File: src/rtl/lpf_feed_ctrl.sv
// Sequencer for the 16-tap nibble-serial low-pass filter.
// Buffers 8-bit input samples, feeds one sample per filter frame as two
// nibbles (low first), captures and tags the filter result, and flags
// underrun, result overflow and frame-sync loss.
module lpf_feed_ctrl #(
    parameter int FRAME_LEN  = 20,
    parameter int FIFO_DEPTH = 4,
    parameter int TAG_W      = 4
) (
    input  logic             clk,
    input  logic             reset,
    input  logic             enable,
    input  logic             in_valid,
    input  logic [7:0]       in_data,
    output logic             in_ready,
    output logic [3:0]       x_half,
    input  logic             y_valid,
    input  logic [7:0]       y,
    output logic             out_valid,
    output logic [7:0]       out_data,
    output logic [TAG_W-1:0] out_tag,
    output logic             out_fill,
    input  logic             out_ready,
    output logic [7:0]       underrun_cnt,
    output logic             overflow,
    output logic             sync_err,
    input  logic             clr_err
);

    localparam int SLOT_W = $clog2(FRAME_LEN);
    localparam int PTR_W  = (FIFO_DEPTH > 1) ? $clog2(FIFO_DEPTH) : 1;
    localparam logic [SLOT_W-1:0] LAST_SLOT = SLOT_W'(FRAME_LEN - 1);
    localparam logic [PTR_W:0]    FIFO_FULL_CNT = (PTR_W + 1)'(FIFO_DEPTH);

    logic [SLOT_W-1:0] slot;
    logic [7:0]        fifo_mem [FIFO_DEPTH];
    logic [PTR_W-1:0]  wr_ptr;
    logic [PTR_W-1:0]  rd_ptr;
    logic [PTR_W:0]    fifo_count;
    logic              fifo_full;
    logic              fifo_empty;

    logic [7:0]        sample;
    logic [TAG_W-1:0]  frame_tag;
    logic              frame_fill;
    logic [TAG_W-1:0]  tag_cnt;

    logic              feed_edge;
    logic              push;
    logic              pop;
    logic              result_slot;
    logic              load;
    logic              drop;
    logic              stray;

    assign fifo_full  = (fifo_count == FIFO_FULL_CNT);
    assign fifo_empty = (fifo_count == '0);
    assign in_ready   = !fifo_full;

    // Per-cycle control decode: feed edge, FIFO traffic and result disposition.
    always_comb begin
        // NOTE: every output of a combinational block gets a default first so
        // no path leaves it unassigned, which would infer a latch.
        feed_edge   = 1'b0;
        push        = 1'b0;
        pop         = 1'b0;
        result_slot = 1'b0;
        load        = 1'b0;
        drop        = 1'b0;
        stray       = 1'b0;

        feed_edge   = (slot == LAST_SLOT);
        push        = in_valid && !fifo_full;
        // Emptiness is judged on the current count, so a same-edge push
        // into an empty FIFO is not visible to this pop.
        pop         = feed_edge && enable && !fifo_empty;
        result_slot = y_valid && feed_edge;
        load        = result_slot && enable && (!out_valid || out_ready);
        drop        = result_slot && enable && out_valid && !out_ready;
        stray       = y_valid && !feed_edge;
    end

    // Free-running frame slot counter; reset value mirrors the filter's reset state.
    always_ff @(posedge clk or posedge reset) begin
        // NOTE: sequential state uses non-blocking assignments so every
        // register samples pre-edge values regardless of statement order.
        if (reset) begin
            slot <= LAST_SLOT;
        end else if (feed_edge) begin
            slot <= '0;
        end else begin
            slot <= slot + 1'b1;
        end
    end

    // FIFO storage array.
    always_ff @(posedge clk) begin
        // NOTE: the storage array has no reset; the pointers and count define
        // which entries are valid, so clearing the data buys nothing.
        if (push) begin
            fifo_mem[wr_ptr] <= in_data;
        end
    end

    // FIFO pointers and occupancy; push and pop in one cycle both take effect.
    always_ff @(posedge clk or posedge reset) begin
        if (reset) begin
            wr_ptr     <= '0;
            rd_ptr     <= '0;
            fifo_count <= '0;
        end else begin
            if (push) begin
                wr_ptr <= wr_ptr + 1'b1;
            end
            if (pop) begin
                rd_ptr <= rd_ptr + 1'b1;
            end
            if (push && !pop) begin
                fifo_count <= fifo_count + 1'b1;
            end else if (pop && !push) begin
                fifo_count <= fifo_count - 1'b1;
            end
        end
    end

    // Frame sample load on the edge entering slot 0: FIFO head or zero fill.
    always_ff @(posedge clk or posedge reset) begin
        if (reset) begin
            sample     <= '0;
            frame_tag  <= '0;
            frame_fill <= 1'b0;
            tag_cnt    <= '0;
        end else if (feed_edge) begin
            if (pop) begin
                sample     <= fifo_mem[rd_ptr];
                frame_tag  <= tag_cnt;
                frame_fill <= 1'b0;
                tag_cnt    <= tag_cnt + 1'b1;
            end else begin
                sample     <= '0;
                frame_fill <= 1'b1;
            end
        end
    end

    // Nibble feed: low nibble in slot 1, high nibble in slot 2, zero elsewhere.
    always_ff @(posedge clk or posedge reset) begin
        if (reset) begin
            x_half <= '0;
        end else if (slot == SLOT_W'(0)) begin
            x_half <= sample[3:0];
        end else if (slot == SLOT_W'(1)) begin
            x_half <= sample[7:4];
        end else begin
            x_half <= '0;
        end
    end

    // Result holding register with valid/ready output handshake.
    always_ff @(posedge clk or posedge reset) begin
        if (reset) begin
            out_valid <= 1'b0;
            out_data  <= '0;
            out_tag   <= '0;
            out_fill  <= 1'b0;
        end else if (load) begin
            out_valid <= 1'b1;
            out_data  <= y;
            out_tag   <= frame_tag;
            out_fill  <= frame_fill;
        end else if (out_valid && out_ready) begin
            out_valid <= 1'b0;
        end
    end

    // Error reporting; clr_err wins over a same-cycle set or increment.
    always_ff @(posedge clk or posedge reset) begin
        if (reset) begin
            underrun_cnt <= '0;
            overflow     <= 1'b0;
            sync_err     <= 1'b0;
        end else if (clr_err) begin
            underrun_cnt <= '0;
            overflow     <= 1'b0;
            sync_err     <= 1'b0;
        end else begin
            if (feed_edge && enable && fifo_empty && (underrun_cnt != 8'hFF)) begin
                underrun_cnt <= underrun_cnt + 8'd1;
            end
            if (drop) begin
                overflow <= 1'b1;
            end
            if (stray) begin
                sync_err <= 1'b1;
            end
        end
    end

endmodule

File: config.mk
export PLATFORM = sky130hd
export DESIGN_NAME = lpf_feed_ctrl
export DESIGN_NICKNAME = d
export VERILOG_FILES = /design/src/rtl/lpf_feed_ctrl.sv
export SDC_FILE = /design/constraint.sdc
export NUM_CORES = 1
export LEC_CHECK = 0
export ABC_AREA = 0
export CAP_MARGIN = 10
export CORE_UTILIZATION = 54
export DETAILED_ROUTE_END_ITERATION = 10
export PLACE_DENSITY = 0.79
export SLEW_MARGIN = 20
export SYNTH_ARGS = -nofsm -noshare
export SYNTH_HDL_FRONTEND = slang
export SYNTH_SLANG_ARGS = --single-unit
File: constraint.sdc
create_clock -name clk -period 3.3 [get_ports clk]
set_clock_uncertainty 0.2 [all_clocks]
set_input_delay 0.99 -clock clk [delete_from_list [all_inputs] [get_ports clk]]
set_output_delay 0.99 -clock clk [all_outputs]
set_load 0.01 [all_outputs]
==> impl_metrics.json, run 1 <==
{
  "die_y_um": 84.2,
  "diodes": 0,
  "critPathCaptureType": "primary output",
  "ys_warn_count": 0,
  "cts_buffers": 9,
  "p_leak_uw": 0.00180,
  "worstSetupStartpointType": "flip-flop",
  "crit_fanout": 6,
  "clock.fmax_ghz": 0.360,
  "grt_antenna_before_repair": 0,
  "ios": 52,
  "dieWidth_um": 84.2,
  "tns_ns": 0,
  "regArea_mm2": 0.00239,
  "drtAntennaViolNets": 0,
  "grt_max_degree": 36,
  "cp_cell_sequence": "nor2_1, nand2_1, clkdlybuf4s50_1",
  "nNetsFinal": 328,
  "dieArea_mm2": 0.00709,
  "worstHoldPathType": "flip-flop to flip-flop",
  "core_area_mm2": 0.00642,
  "crit_arrival_ns": 1.59,
  "violations": "DRC",
  "powerDensity_mw_per_mm2": 596,
  "min_to": "tag_cnt[3]",
  "drive_above_1_share": 0.144,
  "synth_edf_count": 32,
  "crit_type": "flip-flop to primary output",
  "layout_commonest_cell": "dfrtp_1",
  "slew_headroom": 0.531,
  "wl_per_cell_um": 15.2,
  "hp-start": "tag_cnt[3]",
  "hold_violations": 0,
  "routed_via_density": 5.60,
  "synth_area_mm2": 0.00365,
  "final_cell_mix": "54 x dfrtp_1, 51 x clkdlybuf4s50_1, 32 x edfxtp_1, 14 x mux2_1, 13 x a22o_1",
  "rsz0062_at_grt": "false",
  "cts.reportedPaths.clkPinSlew_ns": 0.09,
  "grt_overflow": 0,
  "gp_congestion": 0.708,
  "synth_cell_types": 41,
  "wl_met3_um": 321,
  "whs_path_depth": 1,
  "worst_path_dominant_cell_family": "buffers and inverters",
  "firstDrtPassIters": 7,
  "async_flop_share": 0.640,
  "maxCapViolCount": 0,
  "io_buffer_count": 51,
  "clk_root_buffer_cell": "clkbuf_8",
  "wl_met1_um": 2530,
  "via_count": 2105,
  "ir_drop_uv": 413,
  "final_core_util": 0.693,
  "ys_seq_elements": 89,
  "htreeDepth": 3,
  "reg2reg_slack_ns": 0.62,
  "critPathBufInv": 1,
  "finalWirelength_um": 5720,
  "drt_iter0_drc": 81,
  "routed-wl-met2_um": 2800,
  "setup_viol": 0,
  "grt.total_usage": 0.181,
  "syn_inst": 236,
  "syn_to_final_growth_pct": 22.0,
  "syn_avg_cell_area_um2": 15.5,
  "fill_cells": 449,
  "synth_compound_area_frac": 0.0634,
  "multi_input_area_mm2": 0.00117,
  "rows": 29,
  "max_stage_delay_ns": 0.56,
  "synth-adder-area-share": 0.0398,
  "cts_num_sinks": 89,
  "initial_utilization": 0.568,
  "post_cts_buffers": 0,
  "cts_resized": 0,
  "topRoutingLayerUsed": "met4",
  "synth_simple_gate_area_frac": 0.0734,
  "period_needed_ns": 2.78,
  "insertion_delay_ns": 0.34,
  "synth_nets": 270,
  "synth_xor_area_frac": 0.0288,
  "r2r_start": "slot[0]",
  "ys_seq_area_frac": 0.655,
  "worst_pin_slew_ns": 0.694,
  "synth_top_family_by_area": "multiplexers",
  "r2r-end": "fifo_count[1]",
  "outcome": "finished, violations left",
  "first_global_vias": 2067,
  "r2r_cells": 9,
  "clock_path_buffers": 2,
  "worstPathRequired_ns": 2.11,
  "cts_tree": "built",
  "drc": 21,
  "detailed_place_hpwl_um": 4030,
  "grt_pass1_wl_um": 9800,
  "synth_mux_area_frac": 0.114,
  "synthFlopType": "dfrtp_1",
  "drv_slew": 0,
  "period_share": 0.842,
  "crit_slowest_cell": "clkdlybuf4s50_1",
  "cts_hold_buf": 0
}
[layer usage]
| layer | global-route usage | vias to the layer above |
|---|---|---|
| met2 | 0.297 | 58 |
| met1 | 0.235 | 1052 |
| li1 | - | 985 |
| met3 | 0.0482 | 10 |
| met4 | 0.0658 | 0 |
| met5 | 0 | - |
[metrics by stage]
step	hold slack [ns]	setup WS [ns]	power [uW]	area [um2]	std cells
after floorplan	0.240	0.496	1800	3650	236
after global placement	0.257	0.257	1930	4260	360
after detailed placement	0.275	0.187	1970	4260	360
after CTS	0.292	0.501	2680	4450	376
after global routing	0.303	0.425	2790	4450	376
final	0.286	0.522	2650	4450	376
[worst max-delay path by stage]
stage / start / depth (start not counted) / endpoint / slack, ns
final: fifo_count[0] / 3 / in_ready / 0.52
after global routing: fifo_count[0] / 3 / in_ready / 0.42
after CTS: fifo_count[0] / 3 / in_ready / 0.50
after detailed placement: in_valid / 8 / fifo_count[2] / 0.19
after global placement: in_valid / 8 / fifo_count[2] / 0.26
after floorplan: enable / 7 / fifo_count[1] / 0.50
[power breakdown]
| group | switching [uW] | total, uW | internal [uW] |
|---|---|---|---|
| logic | 191 | 456 | 265 |
| registers | 146 | 1480 | 1330 |
| clock network | 367 | 719 | 352 |
| total | 704 | 2650 | 1950 |
[state kept, by name (all words and copies together), names as in the netlist, 2 cells and up]
signal and flops:
fifo_count 3, fifo_mem 32, frame_tag 4, out_data 8, out_tag 4, rd_ptr 2, sample 8, slot 5
tag_cnt 4, underrun_cnt 8, wr_ptr 2, x_half 4
[kinds of logic after synthesis]
group,count (synthesis)
xor+xnor,12
buf+inv,19
flops,89
fa+ha+maj,11
simple gates,46
mux,29
compound gates,30
[worst reg2reg max path, stage by stage (launching register included)]
cell       delay, ns
dfstp_2         0.58
ha_1            0.26
nand4bb_1       0.12
buf_4           0.19
nor3b_2         0.21
inv_1           0.07
ha_1            0.20
inv_1           0.07
fa_1            0.41
mux2_2          0.27
[final cells by class]
| cell class | instances | share of cell area |
|---|---|---|
| Tap cell | 77 | 0.0216 |
| Clock buffer | 10 | 0.0287 |
| Timing Repair Buffer | 56 | 0.126 |
| Clock inverter | 6 | 0.0152 |
| Inverter | 10 | 0.00843 |
| Sequential cell | 89 | 0.537 |
| Multi-Input combinational cell | 128 | 0.263 |
[synth_stat cells (4+ instances only)]
master	count	area share
edfxtp_1	32	0.26
nand2_1	5	0.0051
xnor2_1	7	0.017
mux2_1	14	0.043
ha_1	10	0.034
and3_1	4	0.0069
o21ai_0	5	0.0069
inv_1	10	0.010
mux4_2	8	0.049
a21oi_1	7	0.0096
mux2_2	6	0.019
nand3_1	7	0.0096
nor2_1	10	0.010
xor2_1	5	0.012
a22o_1	13	0.031
dfrtp_1	54	0.37
(Power assumes the default switching activity.)
==> run 2, diff against run 1 <==
--- a/config.mk
+++ b/config.mk
@@ -7,9 +7,9 @@
 export LEC_CHECK = 0
 export ABC_AREA = 0
 export CAP_MARGIN = 10
-export CORE_UTILIZATION = 54
+export CORE_UTILIZATION = 49
 export DETAILED_ROUTE_END_ITERATION = 10
-export PLACE_DENSITY = 0.79
+export PLACE_DENSITY = 0.76
 export SLEW_MARGIN = 20
 export SYNTH_ARGS = -nofsm -noshare
 export SYNTH_HDL_FRONTEND = slang
==> constraint.sdc (replaced) <==
create_clock -name clk -period 2.45 [get_ports clk]
set_clock_uncertainty 0.2 [all_clocks]
set_input_delay 0.735 -clock clk [delete_from_list [all_inputs] [get_ports clk]]
set_output_delay 0.735 -clock clk [all_outputs]
set_load 0.01 [all_outputs]
==> run 2 against run 1 <==
Compared with the run above: the run now ends clean; total power increased by 35%; first-iteration DRC count increased by 47%; setup slack got worse by 0.45 ns; cell count increased by 11%; final area increased by 5.2%; combinational power increased by 54%; count of clock-buffer cells in the layout unchanged; critical path type is now flip-flop to flip-flop.
==> impl_metrics.json, run 2 (same netlist as run 1, synthesis figures left out) <==
{
  "cp_common_cell": "ha_4",
  "hp-start": "out_data[4]",
  "grt_antenna_before_repair": 0,
  "wl_met3_um": 320,
  "layout.cells.non_filler": 418,
  "cts_buffers": 9,
  "final_cell_mix": "53 x dfrtp_1, 49 x clkdlybuf4s50_1, 32 x edfxtp_1, 23 x buf_4, 14 x mux2_1",
  "io_buffer_count": 51,
  "htreeDepth": 3,
  "powerDensity_mw_per_mm2": 768,
  "whs_path_depth": 1,
  "crit_slowest_cell": "dfstp_2",
  "first_global_vias": 2247,
  "core_area_mm2": 0.00721,
  "crit_fanout": 2,
  "drtAntennaViolNets": 0,
  "ios": 52,
  "dp.cells": 398,
  "dieWidth_um": 88.3,
  "p_leak_uw": 0.00192,
  "min_to": "out_data[4]",
  "critPathBufInv": 2,
  "maxCapViolCount": 0,
  "routed-wl-met2_um": 3180,
  "crit_type": "flip-flop to flip-flop",
  "clock_path_buffers": 2,
  "finalWirelength_um": 6190,
  "gp_congestion": 0.722,
  "syn_to_final_growth_pct": 28.3,
  "firstDrtPassIters": 5,
  "routed_via_density": 5.26,
  "period_share": 0.970,
  "reg2reg_slack_ns": 0.07,
  "r2r_start": "slot[0]",
  "largest_reg_flops": 32,
  "cts.reportedPaths.clkPinSlew_ns": 0.09,
  "clk_root_buffer_cell": "clkbuf_8",
  "die_y_um": 88.3,
  "nNetsFinal": 348,
  "slew_headroom": 0.632,
  "insertion_delay_ns": 0.35,
  "total_power_uw": 3600,
  "grt_pass1_wl_um": 10300,
  "worst_path_dominant_cell_family": "adder cells",
  "design_area_mm2": 0.00468,
  "ir_drop_uv": 522,
  "worst_pin_slew_ns": 0.552,
  "rsz0062_at_grt": "false",
  "max_stage_delay_ns": 0.57,
  "wl_per_cell_um": 14.8,
  "detailed_place_hpwl_um": 4480,
  "wl_met1_um": 2610,
  "period_needed_ns": 2.38,
  "drt_iter0_drc": 119,
  "worstSetupStartpointType": "flip-flop",
  "crit_arrival_ns": 2.41,
  "via_count": 2200,
  "grt_overflow": 0,
  "hold_violations": 0,
  "grt_max_degree": 29,
  "cts_num_sinks": 89,
  "dpl_cell_area_mm2": 0.00445,
  "grt.total_usage": 0.177,
  "regMostFlops": "fifo_mem",
  "setup_viol": 0,
  "topRoutingLayerUsed": "met4",
  "diodes": 0,
  "r2r-end": "fifo_count[1]",
  "initial_utilization": 0.506,
  "cts_hold_buf": 0,
  "layout_commonest_cell": "dfrtp_1",
  "outcome": "finished, final reports clean",
  "r2r_cells": 8,
  "cp_cell_sequence": "ha_4, nand4bb_4, nor3b_4, inv_4, ha_4, inv_2, fa_1, mux2_4",
  "clock.fmax_ghz": 0.421,
  "dieArea_mm2": 0.00780,
  "worstPathRequired_ns": 2.49,
  "drv_slew": 0,
  "drc": 0,
  "critPathCaptureType": "flip-flop",
  "cts_tree": "built",
  "drive_above_1_share": 0.219,
  "worstHoldPathType": "flip-flop to flip-flop",
  "rows": 31
}
-- run 2: cell types whose count changed in the layout (fill, tap and decap cells not counted), sizes merged --
cell           before  now
clkdlybuf4s50      51   49
bufinv              1    0
clkinvlp            3    1
inv                11   14
dlymetal6s2s        0    1
buf                 5   25
dlygate4sd2         0    1
-- run 2: area by class of cell --
| cell class | count | area (um2) |
|---|---|---|
| clock inverters | 6 | 48.8 |
| fillers | 554 | 2530 |
| clock buffers | 10 | 131 |
| well taps | 99 | 124 |
| flip-flops and latches | 89 | 2390 |
| repair buffers | 76 | 724 |
| multi-input cells | 128 | 1220 |
| inverters | 10 | 40.0 |
-- run 2: routing by layer --
| layer | vias to the layer above | global-route usage |
|---|---|---|
| met3 | 9 | 0.0410 |
| li1 | 1029 | - |
| met5 | - | 0 |
| met4 | 0 | 0.0792 |
| met1 | 1092 | 0.209 |
| met2 | 70 | 0.310 |
-- run 2: worst max-delay path by stage --
stage / from / endpoint / slack (ns) / depth (start not counted)
finish: slot[0] / fifo_count[1] / 0.07 / 8
global route: slot[0] / fifo_count[1] / 0.003 / 8
CTS: slot[1] / fifo_count[1] / 0.003 / 8
floorplan: slot[0] / fifo_count[1] / -0.02 / 9
detailed placement: enable / fifo_count[1] / -0.39 / 7
global placement: enable / fifo_count[1] / -0.33 / 7
-- run 2: stage by stage --
step	setup WS, ns	hold WS (ns)	TNS (ns)	utilization
6_report	0.0743	0.289	0	0.649
5_1_grt	0.00274	0.307	0	0.649
4_1_cts	0.00344	0.292	0	0.644
3_5_place_dp	-0.387	0.274	-1.51	0.616
3_3_place_gp	-0.330	0.257	-1.07	0.616
2_1_floorplan	-0.0158	0.240	-0.0158	-
-- run 2: repair_timing --
item / in CTS / in global routing
endpoints found under the setup margin: 2 / 1
pin swaps: 1 / 3
buffers inserted: 2 / 2
resized for setup: 3 / 2
-- run 2: where the power goes --
part,switching (uW),internal (uW)
sequential,187,1800
clock,516,393
combinational,281,422
